[config.mk]
export PLATFORM = sky130hd
export DESIGN_NAME = dna_ser_receiver
export DESIGN_NICKNAME = d
export VERILOG_FILES = /design/src/rtl/dna_ser_receiver.sv
export SDC_FILE = /design/constraint.sdc
export NUM_CORES = 1
export LEC_CHECK = 0
export ABC_AREA = 1
export CAP_MARGIN = 20
export CORE_MARGIN = 2
export CORE_UTILIZATION = 30
export CTS_CLUSTER_DIAMETER = 120
export DETAILED_ROUTE_END_ITERATION = 6
export HOLD_SLACK_MARGIN = 0.05
export PLACE_DENSITY = 0.6
export SETUP_SLACK_MARGIN = 0.02
export SYNTH_ARGS = -nofsm -noshare
export SYNTH_HDL_FRONTEND = slang
export SYNTH_SLANG_ARGS = --single-unit
export TNS_END_PERCENT = 30
[constraint.sdc]
create_clock -name clk -period 4 [get_ports clk]
set_input_delay 0.4 -clock clk [delete_from_list [all_inputs] [get_ports clk]]
set_output_delay 0.4 -clock clk [all_outputs]
set_load 0.005 [all_outputs]
[src/rtl/dna_ser_receiver.sv]
`default_nettype none
// ============================================================================
// Module   : dna_ser_receiver
// Purpose  : Receive end of the serial device-DNA stream. Reassembles an
//            LSB-first 1-bit data/valid stream into a DNA_BITS-wide word,
//            checks the frame length and compares the word against an
//            expected value. Reports sticky status to shell control logic.
// Ports    : clk, rst (sync, active-high)
//            arm                  - pulse: clear status, wait for new frame
//            ser_devDNA_in/_valid - serial bit and qualifier (one run = frame)
//            expected_DNA         - reference word, stable while busy
//            dev_DNA              - last successfully received word
//            dna_done, dna_match, err_short, err_long, err_timeout - sticky
//            busy                 - high in WAIT, RECV and DRAIN
//            good_frame_count     - successful captures, saturates at 255
// Revision : 1.0 - initial release
// ============================================================================
module dna_ser_receiver #(
  parameter int DNA_BITS       = 96,
  parameter int TIMEOUT_CYCLES = 1024,
  parameter int CNT_W          = 7
) (
  input  logic                clk,
  input  logic                rst,
  input  logic                arm,
  input  logic                ser_devDNA_in,
  input  logic                ser_devDNA_in_valid,
  input  logic [DNA_BITS-1:0] expected_DNA,
  output logic [DNA_BITS-1:0] dev_DNA,
  output logic                dna_done,
  output logic                dna_match,
  output logic                err_short,
  output logic                err_long,
  output logic                err_timeout,
  output logic                busy,
  output logic [7:0]          good_frame_count
);

  // Timer is wide enough to hold TIMEOUT_CYCLES so it can saturate past it.
  localparam int c_tmr_w = (TIMEOUT_CYCLES > 1) ? $clog2(TIMEOUT_CYCLES + 1) : 1;
  localparam logic [CNT_W-1:0]   c_full_cnt = CNT_W'(DNA_BITS);
  localparam logic [c_tmr_w-1:0] c_tmr_last =
      c_tmr_w'((TIMEOUT_CYCLES > 0) ? (TIMEOUT_CYCLES - 1) : 0);
  localparam logic [c_tmr_w-1:0] c_tmr_max  = {c_tmr_w{1'b1}};

  typedef enum logic [2:0] {
    S_IDLE  = 3'd0,
    S_WAIT  = 3'd1,
    S_RECV  = 3'd2,
    S_DRAIN = 3'd3,
    S_DONE  = 3'd4
  } state_t;

  state_t              state_q,  state_d;
  logic [DNA_BITS-1:0] shreg_q,  shreg_d;
  logic [CNT_W-1:0]    cnt_q,    cnt_d;
  logic [c_tmr_w-1:0]  tmr_q,    tmr_d;
  logic                vld_dly_q, vld_dly_d;
  logic [DNA_BITS-1:0] dev_q,    dev_d;
  logic                done_q,   done_d;
  logic                match_q,  match_d;
  logic                short_q,  short_d;
  logic                long_q,   long_d;
  logic                tmo_q,    tmo_d;
  logic                busy_q,   busy_d;
  logic [7:0]          gcnt_q,   gcnt_d;
  logic                w_timeout_hit;
  logic                w_vld;

  assign w_vld = ser_devDNA_in_valid;

  always_comb begin
    state_d   = state_q;
    shreg_d   = shreg_q;
    cnt_d     = cnt_q;
    tmr_d     = tmr_q;
    vld_dly_d = w_vld;
    dev_d     = dev_q;
    done_d    = done_q;
    match_d   = match_q;
    short_d   = short_q;
    long_d    = long_q;
    tmo_d     = tmo_q;
    gcnt_d    = gcnt_q;
    w_timeout_hit = (TIMEOUT_CYCLES > 0) &&
                    ((state_q == S_WAIT) || (state_q == S_RECV)) &&
                    (tmr_q == c_tmr_last);

    if (arm) begin
      // Any stream bit present in the arm cycle is dropped here.
      state_d = S_WAIT;
      cnt_d   = '0;
      tmr_d   = '0;
      done_d  = 1'b0;
      match_d = 1'b0;
      short_d = 1'b0;
      long_d  = 1'b0;
      tmo_d   = 1'b0;
    end else begin
      if (((state_q == S_WAIT) || (state_q == S_RECV)) && (tmr_q != c_tmr_max)) begin
        tmr_d = tmr_q + 1'b1;
      end
      case (state_q)
        S_WAIT: begin
          if (w_timeout_hit) begin
            tmo_d   = 1'b1;
            state_d = S_IDLE;
          end else if (w_vld && !vld_dly_q) begin
            // Rising edge only: the tail of a frame in flight at arm is skipped.
            shreg_d = {ser_devDNA_in, shreg_q[DNA_BITS-1:1]};
            cnt_d   = CNT_W'(1);
            state_d = S_RECV;
          end
        end
        S_RECV: begin
          if (!w_vld && (cnt_q == c_full_cnt)) begin
            // Completion outranks a timeout landing in the same cycle.
            dev_d   = shreg_q;
            done_d  = 1'b1;
            match_d = (shreg_q == expected_DNA);
            if (gcnt_q != 8'hFF) gcnt_d = gcnt_q + 8'd1;
            state_d = S_DONE;
          end else if (w_timeout_hit) begin
            tmo_d   = 1'b1;
            state_d = S_IDLE;
          end else if (w_vld && (cnt_q == c_full_cnt)) begin
            long_d  = 1'b1;
            state_d = S_DRAIN;
          end else if (w_vld) begin
            shreg_d = {ser_devDNA_in, shreg_q[DNA_BITS-1:1]};
            cnt_d   = cnt_q + 1'b1;
          end else begin
            short_d = 1'b1;
            state_d = S_IDLE;
          end
        end
        S_DRAIN: begin
          if (!w_vld) state_d = S_IDLE;
        end
        default: ;
      endcase
    end

    busy_d = (state_d == S_WAIT) || (state_d == S_RECV) || (state_d == S_DRAIN);
  end

  always_ff @(posedge clk) begin
    if (rst) begin
      state_q   <= S_IDLE;
      shreg_q   <= '0;
      cnt_q     <= '0;
      tmr_q     <= '0;
      vld_dly_q <= 1'b0;
      dev_q     <= '0;
      done_q    <= 1'b0;
      match_q   <= 1'b0;
      short_q   <= 1'b0;
      long_q    <= 1'b0;
      tmo_q     <= 1'b0;
      busy_q    <= 1'b0;
      gcnt_q    <= '0;
    end else begin
      state_q   <= state_d;
      shreg_q   <= shreg_d;
      cnt_q     <= cnt_d;
      tmr_q     <= tmr_d;
      vld_dly_q <= vld_dly_d;
      dev_q     <= dev_d;
      done_q    <= done_d;
      match_q   <= match_d;
      short_q   <= short_d;
      long_q    <= long_d;
      tmo_q     <= tmo_d;
      busy_q    <= busy_d;
      gcnt_q    <= gcnt_d;
    end
  end

  assign dev_DNA          = dev_q;
  assign dna_done         = done_q;
  assign dna_match        = match_q;
  assign err_short        = short_q;
  assign err_long         = long_q;
  assign err_timeout      = tmo_q;
  assign busy             = busy_q;
  assign good_frame_count = gcnt_q;

endmodule
`default_nettype wire

==> results by group <==
STA
  – Worst-Margin Slew: between 0.7 and 0.8 ns
  – Max-slew violation count: 0
  – Share of the clock period used by the worst path: between 60% and 70%
  – Fmax: slightly above 0.4 GHz
  – WHS: around 0.13 ns
  – Final Hold Violating Endpoints: 0
  – Setup Viol. Count Final: 0
  – Relative slew slack: 46.9%
  – Setup Skew: about 0.018 ns
  – Unrepaired setup endpoints after global routing: false
  – Final setup TNS: 0 ns
  – Minimum clock period: about 2.5 ns

Synth
  – Post-synthesis simple-gate area fraction: between 20% and 30%
  – Count leader, synth: nand2_1
  – Yosys top cell area share: approximately two fifths
  – Sequential area share after synthesis: around two fifths
  – Main synth FF type: dfxtp_1
  – Commonest cells post-synth: 328 x nand2_1, 228 x dfxtp_1, 173 x nor2_1, 128 x inv_1, 116 x o21ai_0
  – Synthesized Nets: around 1500
  – Mapped Cells: 1430
  – Mapped Area: 0.0109 mm^2
  – Ys Warns: 0
  – Ys async rst share: 0%
  – Post-synth EDFFs: 0
  – Top cells by area, synth: dfxtp_1 42%, nand2_1 11%, nand3_2 7.6%
  – Post-synthesis mux area share: 0%
  – Avg Cell Area, Syn: ~7.6 um^2
  – Combinational family with the most area after synthesis: simple AND/OR/NAND/NOR gates
  – Xor and xnor area share after synthesis: 4.09%
  – Leading area contributor after synthesis: dfxtp_1
  – Synth Area in Compound Gates: between 10% and 20%
  – Synth cell types: 34
  – Yosys reg bits: about 230
  – Adder and majority gate portion of the synthesized area: less than 1%

Die
  – Die area: about 0.038 mm^2
  – Rows: 69
  – Die width: just under 200 um
  – Top Ports: roughly 210
  – Die height: ~200 um
  – Core Region: between 0.03 and 0.04 mm^2
  – Initial Util: between 30% and 40%

Setup path
  – Critical Path End Type: flop
  – Path depth of the worst reg2reg path: 12
  – Critical Path AT: about 3 ns
  – CP required: around 4.5 ns
  – Worst setup SP type: flop
  – Worst R2R End: shreg_q[68]
  – Worst R2R Start: cnt_q[0]
  – CP Max Fanout: 36
  – WS Path Type: reg -> reg
  – Flop2flop setup slack: around 1.5 ns

Final layout
  – Fillcell total: between 3000 and 4000
  – Final net count: 1714
  – Design area: roughly 0.014 mm^2
  – Multi-input logic area: 0.00536 mm^2
  – Layout Cells excl Fill: around 2100
  – Core Util, Final: between 30% and 40%
  – Share of cells above drive strength 1: 14.3%
  – Register area: ~0.0046 mm^2
  – Layout area overhead: 29.5%

Worst hold path
  – Hold crit path type: in -> reg
  – Hold_sp: rst
  – Hold endpoint: good_frame_count[7]
  – Worst Hold Depth: 2

Clocking
  – TritonCTS buffer count: 27
  – Post-CTS Hold Fix Bufs: 0
  – Postcts setup bufs: 0
  – Reg clk slew, reported paths: 0.06 ns
  – Clock Latency Late Sink: between 0.5 and 0.6 ns
  – Sink Count: roughly 230
  – CTS H-tree depth: 1
  – Max clock buf depth: 3
  – CTS resizes: 0
  – CTS tree: yes
  – Root Driver: clkbuf_16

Routing
  – Via density per instance: around 4.7
  – Via count: 9790
  – DR pass1 iterations: 5
  – Wire length per cell: roughly 17 um
  – DRC Markers: 0
  – Iter 0 DRT Violations: approximately 610
  – Total detailed-routing wirelength: around 35 mm
  – Antenna-violating nets left: 0

Placement
  – Gpl congestion: just under 0.8
  – Cell Area, Placed: approximately 0.013 mm^2
  – IO buf count: 210
  – Hpwl dp: about 25 mm
  – Dpl cells: around 2000

Run
  – Max_cap viols: 0

Global route
  – First-pass GRT wire length: 53.3 mm
  – Global route overflow: 0
  – Initial antenna violation count: 8
  – Total Routing Usage GR: 17.9%
  – Number of global-route vias before repair: 9323
  – Largest net degree at the start of global routing: just under 100

Pwr
  – Pleak: between 5 and 6 nW
  – PwrDens: about 360 mW/mm^2
  – Worst IR drop on VDD: about 0.28 mV

Outcome
  – Outcome: finished, final reports clean
-- where the power goes --
| group | switching (mW) | total, mW | internal (mW) |
|---|---|---|---|
| Clock | 0.972 | 2.36 | 1.39 |
| Combinational | 0.239 | 0.397 | 0.158 |
| Sequential | 0.00412 | 2.28 | 2.28 |
| Total | 1.22 | 5.04 | 3.82 |
-- how the worst max path moves through the flow --
| stage | start | endpoint | slack, ns | cells after the start |
|---|---|---|---|---|
| floorplan | cnt_q[0] | shreg_q[21] | 2.19 | 13 |
| global placement | ser_devDNA_in_valid | shreg_q[72] | 1.24 | 10 |
| finish | cnt_q[0] | shreg_q[68] | 1.54 | 12 |
| global route | cnt_q[0] | shreg_q[2] | 1.30 | 12 |
| CTS | cnt_q[0] | shreg_q[77] | 1.52 | 12 |
| detailed placement | ser_devDNA_in_valid | shreg_q[74] | 1.16 | 10 |
-- through the flow --
stage               power (mW)  worst slack, ns
floorplan                 2.57             2.19
global placement          2.73             1.24
detailed placement        2.73             1.16
CTS                       5.10             1.52
global route              5.21             1.30
finish                    5.04             1.54
-- per-layer routing --
layer,global-route usage (%),up-vias,part of all wire [%]
li1,-,4932,-
met3,3.87,57,5.8
met5,0,-,0.19
met1,23.8,4543,46
met2,29.2,248,46
met4,4.95,10,2.3
-- registers in the layout, summed over array words and instances (netlist names) --
name	cells
dna_match	1
dev_DNA	96
err_long	1
err_short	1
err_timeout	1
cnt_q	7
vld_dly_q	1
busy	1
tmr_q	11
shreg_q	96
dna_done	1
good_frame_count	8
state_q	3
-- worst max-delay path: stages, from the launching register on --
cell and delay [ns]:
dfxtp_1 0.35, inv_1 0.09, ha_1 0.20, nand2_1 0.06, inv_1 0.04, nand4_2 0.12, nor2_1 0.09, nor3_2 0.28
nand2_4 0.15, inv_4 0.43, buf_4 0.33, nand3_2 0.09, a21oi_2 0.14
-- placed cells by master (no fill, tap or decap), drive strengths merged --
master         count
nand2            333
dfxtp            228
clkdlybuf4s50    209
nor2             179
a21oi            169
inv              137
o21ai            120
nand3            113
clkbuf            44
xnor2             36
xor2              15
buf               15
nor3               8
nand4              7
diode              4
a31oi              4
ha                 4
clkinv             4
nand2b             1
o21a               1
bufinv             1
clkinvlp           1
-- logic make-up (layout without fill, tap and decap cells) --
| group | count (synthesis) | after routing |
|---|---|---|
| buf+inv | 212 | 411 |
| fa+ha+maj | 4 | 4 |
| xor+xnor | 51 | 51 |
| compound gates | 294 | 294 |
| other cells | 0 | 4 |
| simple gates | 641 | 641 |
| flops | 228 | 228 |
-- final cells by class --
type	instances	share of cell area (%)
multi-input combinational	990	37.9
sequential	228	32.3
timing repair buffer	224	16.0
clock buffer	44	5.51
tap	461	4.08
inverter	138	3.74
clock inverter	5	0.398
antenna	4	0.0708
Power figures use the tool's default switching activity.
==> variant 1: new RTL, config.mk and constraints unchanged <==
`shreg_q` no longer has a reset.
--- a/src/rtl/dna_ser_receiver.sv
+++ b/src/rtl/dna_ser_receiver.sv
@@ -148,5 +148,4 @@
     if (rst) begin
       state_q   <= S_IDLE;
-      shreg_q   <= '0;
       cnt_q     <= '0;
       tmr_q     <= '0;
@@ -162,5 +161,4 @@
     end else begin
       state_q   <= state_d;
-      shreg_q   <= shreg_d;
       cnt_q     <= cnt_d;
       tmr_q     <= tmr_d;
@@ -177,4 +175,8 @@
   end
 
+  always_ff @(posedge clk) begin
+    shreg_q <= shreg_d;
+  end
+
   assign dev_DNA          = dev_q;
   assign dna_done         = done_q;
Behaviour: same outputs for any inputs over 4 cycles, from zero or initial values and one cycle with rst high; that may be too few to reach the edited logic, so the function may still have changed.
==> variant 1 against the unedited design <==
Synthesized area fell by 11%; routed wire length decreased by 31%; sequential cell count unchanged; power up 3.9%; utilization increased by 1.5 points; cell area is 8.0% lower; setup slack lost 0.11 ns; critical path type unchanged; largest power group is now sequential cells.
==> variant 1: results (changes against the unedited design) <==
logic_synthesis:
  yosysSeqAreaShare_pct: 56.9  # +15 points
  synth_area_leaders: "edfxtp_1 30%, dfxtp_1 27%, inv_1 7.0%"
  synth_xor_area_share_pct: 5.86  # +1.8 points
  synth_compound_area_share_pct: 12.3  # -3.9 points
  synthTopCellsByCount: "182 x inv_1, 138 x nor2_1, 136 x nand2_1"
routing:
  first_iter_violations: 354  # -42%
  dr.pass1.iters: 4  # -1
  wl_per_cell_um: 14.1  # -16%
  viasPerCell: 4.34  # -7.1%
finish:
  nonClkBufAreaFrac_pct: 16.5  # +0.45 points
  nClkBuffers: 42  # -4.5%
  regArea_um2: 5530  # +21%
  largestClassByArea: "flip-flops and latches"
  multi_input_area_um2: 3230  # -40%
  final-clk-cell-share_pct: 6.99  # +1.1 points
  num-nonclk-inverters: 184  # +33%
grt:
  grt_pass1_vias: 7104  # -24%
  antenna_found_initial: 3  # -5
  grt_pass1_wl_um: 37600  # -30%
  grt_max_degree: 146  # +51%
placed_design:
  globalplace.congestion: 0.838  # +5.3%
  pre_cts_ws_ns: 1.28  # +0.118 ns
timing:
  clock_skew_ns: 0.00833  # -0.0102 ns
  tightest_slew_ns: 1.01  # +0.217 ns
hold_path:
  worstHoldPathType: "register to register"
critical_path:
  cp_slowest_stage_delay_ns: 0.49  # +0.06 ns
  path_delay_family: "simple AND/OR/NAND/NOR gates"
clock_tree:
  cts_buffers: 26  # -3.7%
outcome:
  outcome: "finished, final reports clean"
power_and_ir_drop:
  leakage_uw: 0.00463  # -11%
-- variant 1: worst paths after layout --
kind                       to        start  slack, ns  cells after the start
setup / recovery  dev_DNA[49]     cnt_q[0]       1.43                     10
setup reg to reg  dev_DNA[49]     cnt_q[0]       1.43                     10
hold reg to reg   dev_DNA[83]  dev_DNA[83]       0.44                      2
hold / removal    dev_DNA[83]  dev_DNA[83]       0.44                      2
-- variant 1: routing by layer --
metal / track usage [%] / part of all wire (%) / up-vias
li1: - / - / 3874
met1: 18.0 / 45 / 3305
met4: 6.30 / 4.4 / 0
met2: 22.3 / 44 / 199
met5: 0 / 0 / -
met3: 3.09 / 5.9 / 45
-- variant 1: power by group --
group          switching [µW]  leakage (µW)  internal [µW]
logic                     148       0.00239            150
registers                21.5       0.00179           2450
clock network             944      0.000453           1520
total                    1110       0.00463           4120
-- variant 1: stage by stage --
step / util, % / cells
finish: 41.0 / 1709
global route: 41.0 / 1709
floorplan: - / 1077
CTS: 41.0 / 1706
detailed placement: 38.1 / 1658
global placement: 38.1 / 1658
==> variant 2: new RTL, same settings <==
Made on the original files. The parameter `DNA_BITS` goes from 96 to 48.
--- a/src/rtl/dna_ser_receiver.sv
+++ b/src/rtl/dna_ser_receiver.sv
@@ -17,5 +17,5 @@
 // ============================================================================
 module dna_ser_receiver #(
-  parameter int DNA_BITS       = 96,
+  parameter int DNA_BITS       = 48,
   parameter int TIMEOUT_CYCLES = 1024,
   parameter int CNT_W          = 7
Ports: changed (resized dev_DNA and expected_DNA); port bits go from 211 to 115. No check against the original RTL was run, so the function may have changed too.
==> variant 2 against the unedited design <==
Sequential cell count shrank 96; final cell count fell by 43%; clock skew fell by 0.0060 ns; setup slack worse by 0.15 ns; die area fell by 45%; cell area is 45% lower; power fell by 36%; global-route usage down 3.3 points; clock power decreased by 31%; routed wire length decreased by 58%; synthesized area down 46%.
==> variant 2: results (changes against the unedited design) <==
routing:
  dr.pass1.iters: 4  # -1
  first_iter_violations: 247  # -59%
  viasPerCell: 4.38  # -6.3%
  wirelength_um: 14600  # -58%
  wl_per_cell_um: 12.3  # -26%
finish:
  nFillCells: 2000  # -46%
  drive_above_1_share_pct: 7.94  # -6.4 points
  layout.nets: 963  # -44%
logic_synthesis:
  synth_cells: 801  # -44%
  ys_types: 35  # +2.9%
  yosysSeqAreaShare_pct: 44.9  # +3.1 points
  synth_fa_ha_area_share_pct: 0.850  # +0.39 points
  syn_nets: 858  # -44%
  synthTopCellsByCount: "216 x nor2_1, 132 x dfxtp_1, 111 x nand2_1"
  synth_compound_area_share_pct: 12.2  # -3.9 points
  ys_warn_count: 0  # unchanged
  synth_area_leaders: "dfxtp_1 45%, nor2_1 14%, nand2_1 7.1%"
clock_tree:
  h-tree-depth: 4  # +3
  clk_latency_ns: 0.42  # -0.12 ns
  cts_buffers: 17  # -37%
timing:
  clock_skew_ns: 0.0125  # -0.00603 ns
  maxSlewHeadroom_pct: 37.9  # -9.0 points
placed_design:
  dp.cells: 1152  # -44%
  io_buffers: 114  # -46%
  placed_cell_area_um2: 7190  # -46%
power_and_ir_drop:
  p_per_area_nw_per_um2: 415  # +17%
  leakage_uw: 0.00306  # -41%
grt:
  antenna_found_initial: 1  # -7
  grt_max_degree: 96  # -1.0%
  grtUsageTotal_pct: 14.6  # -3.3 points
  grt_pass1_vias: 4766  # -49%
  grt_pass1_wl_um: 23900  # -55%
hold_path:
  hp-start: "err_long"
  worstHoldPathType: "register to register"
outcome:
  outcome: "finished, final reports clean"
critical_path:
  r2r-start: "tmr_q[0]"
  critPathMaxFanout: 49  # +36%
variant 2: cell count changes after synthesis, sizes merged, moves of 13 or more:
| cell | before | now |
|---|---|---|
| o21ai | 120 | 107 |
| buf | 40 | 15 |
| a21oi | 169 | 33 |
| nor2 | 179 | 233 |
| nand2 | 333 | 120 |
| dfxtp | 228 | 132 |
| inv | 137 | 50 |
| nand3 | 113 | 17 |
| clkbuf | 34 | 17 |
variant 2: path summary, 6_finish.rpt:
path	depth (start not counted)	slack, ns	endpoint
worst min-delay path	2	0.45	err_long
worst max register to register	10	1.39	shreg_q[14]
worst max-delay path	10	1.39	shreg_q[14]
worst min register to register	2	0.45	err_long
variant 2: area by class of cell:
cell class	instances	share of cell area, %
multi-input cells	587	36.6
diodes	1	0.0320
well taps	265	4.24
clock inverters	15	2.42
flip-flops and latches	132	33.8
repair buffers	118	15.0
clock buffers	17	5.45
inverters	50	2.40
variant 2: worst max-delay path, cell delays in order, from the launching register on:
cell	delay (ns)
dfxtp_1	0.34
ha_1	0.22
inv_1	0.09
nor2_1	0.08
nand3_1	0.19
nand2_2	0.12
nor2_8	0.19
nand2_4	0.28
inv_2	0.78
nor2_1	0.09
nor2_1	0.14
variant 2: stage by stage:
stage               hold WS (ns)  worst slack (ns)  power (µW)
detailed placement         0.441              1.03        1650
finish                     0.445              1.39        3240
global route               0.473              1.02        3380
global placement           0.441              1.07        1650
CTS                        0.450              1.30        3290
floorplan                  0.447              2.34        1560
variant 2: per-layer routing:
layer / part of all wire [%] / GRT usage (%) / up-vias / wire length (µm)
li1: - / - / 2767 / -
met1: 49 / 19.4 / 2304 / 7150
met2: 44 / 22.3 / 107 / 6430
met3: 5.4 / 4.64 / 14 / 790
met4: 1.4 / 5.42 / 0 / 204
met5: 0 / 0 / - / 0
variant 2: cells by family after synthesis:
logic type	after synthesis
flops	132
fa+ha+maj	4
buf+inv	82
compound gates	143
xor+xnor	50
simple gates	390
variant 2: power by group through the flow:
stage                     Combinational, µW  Clock (µW)  Sequential (µW)
after floorplan                         157           0             1400
after global placement                  234           0             1410
after detailed placement                237           0             1410
after CTS                               238        1670             1390
after global routing                    267        1720             1390
final                                   235        1620             1390
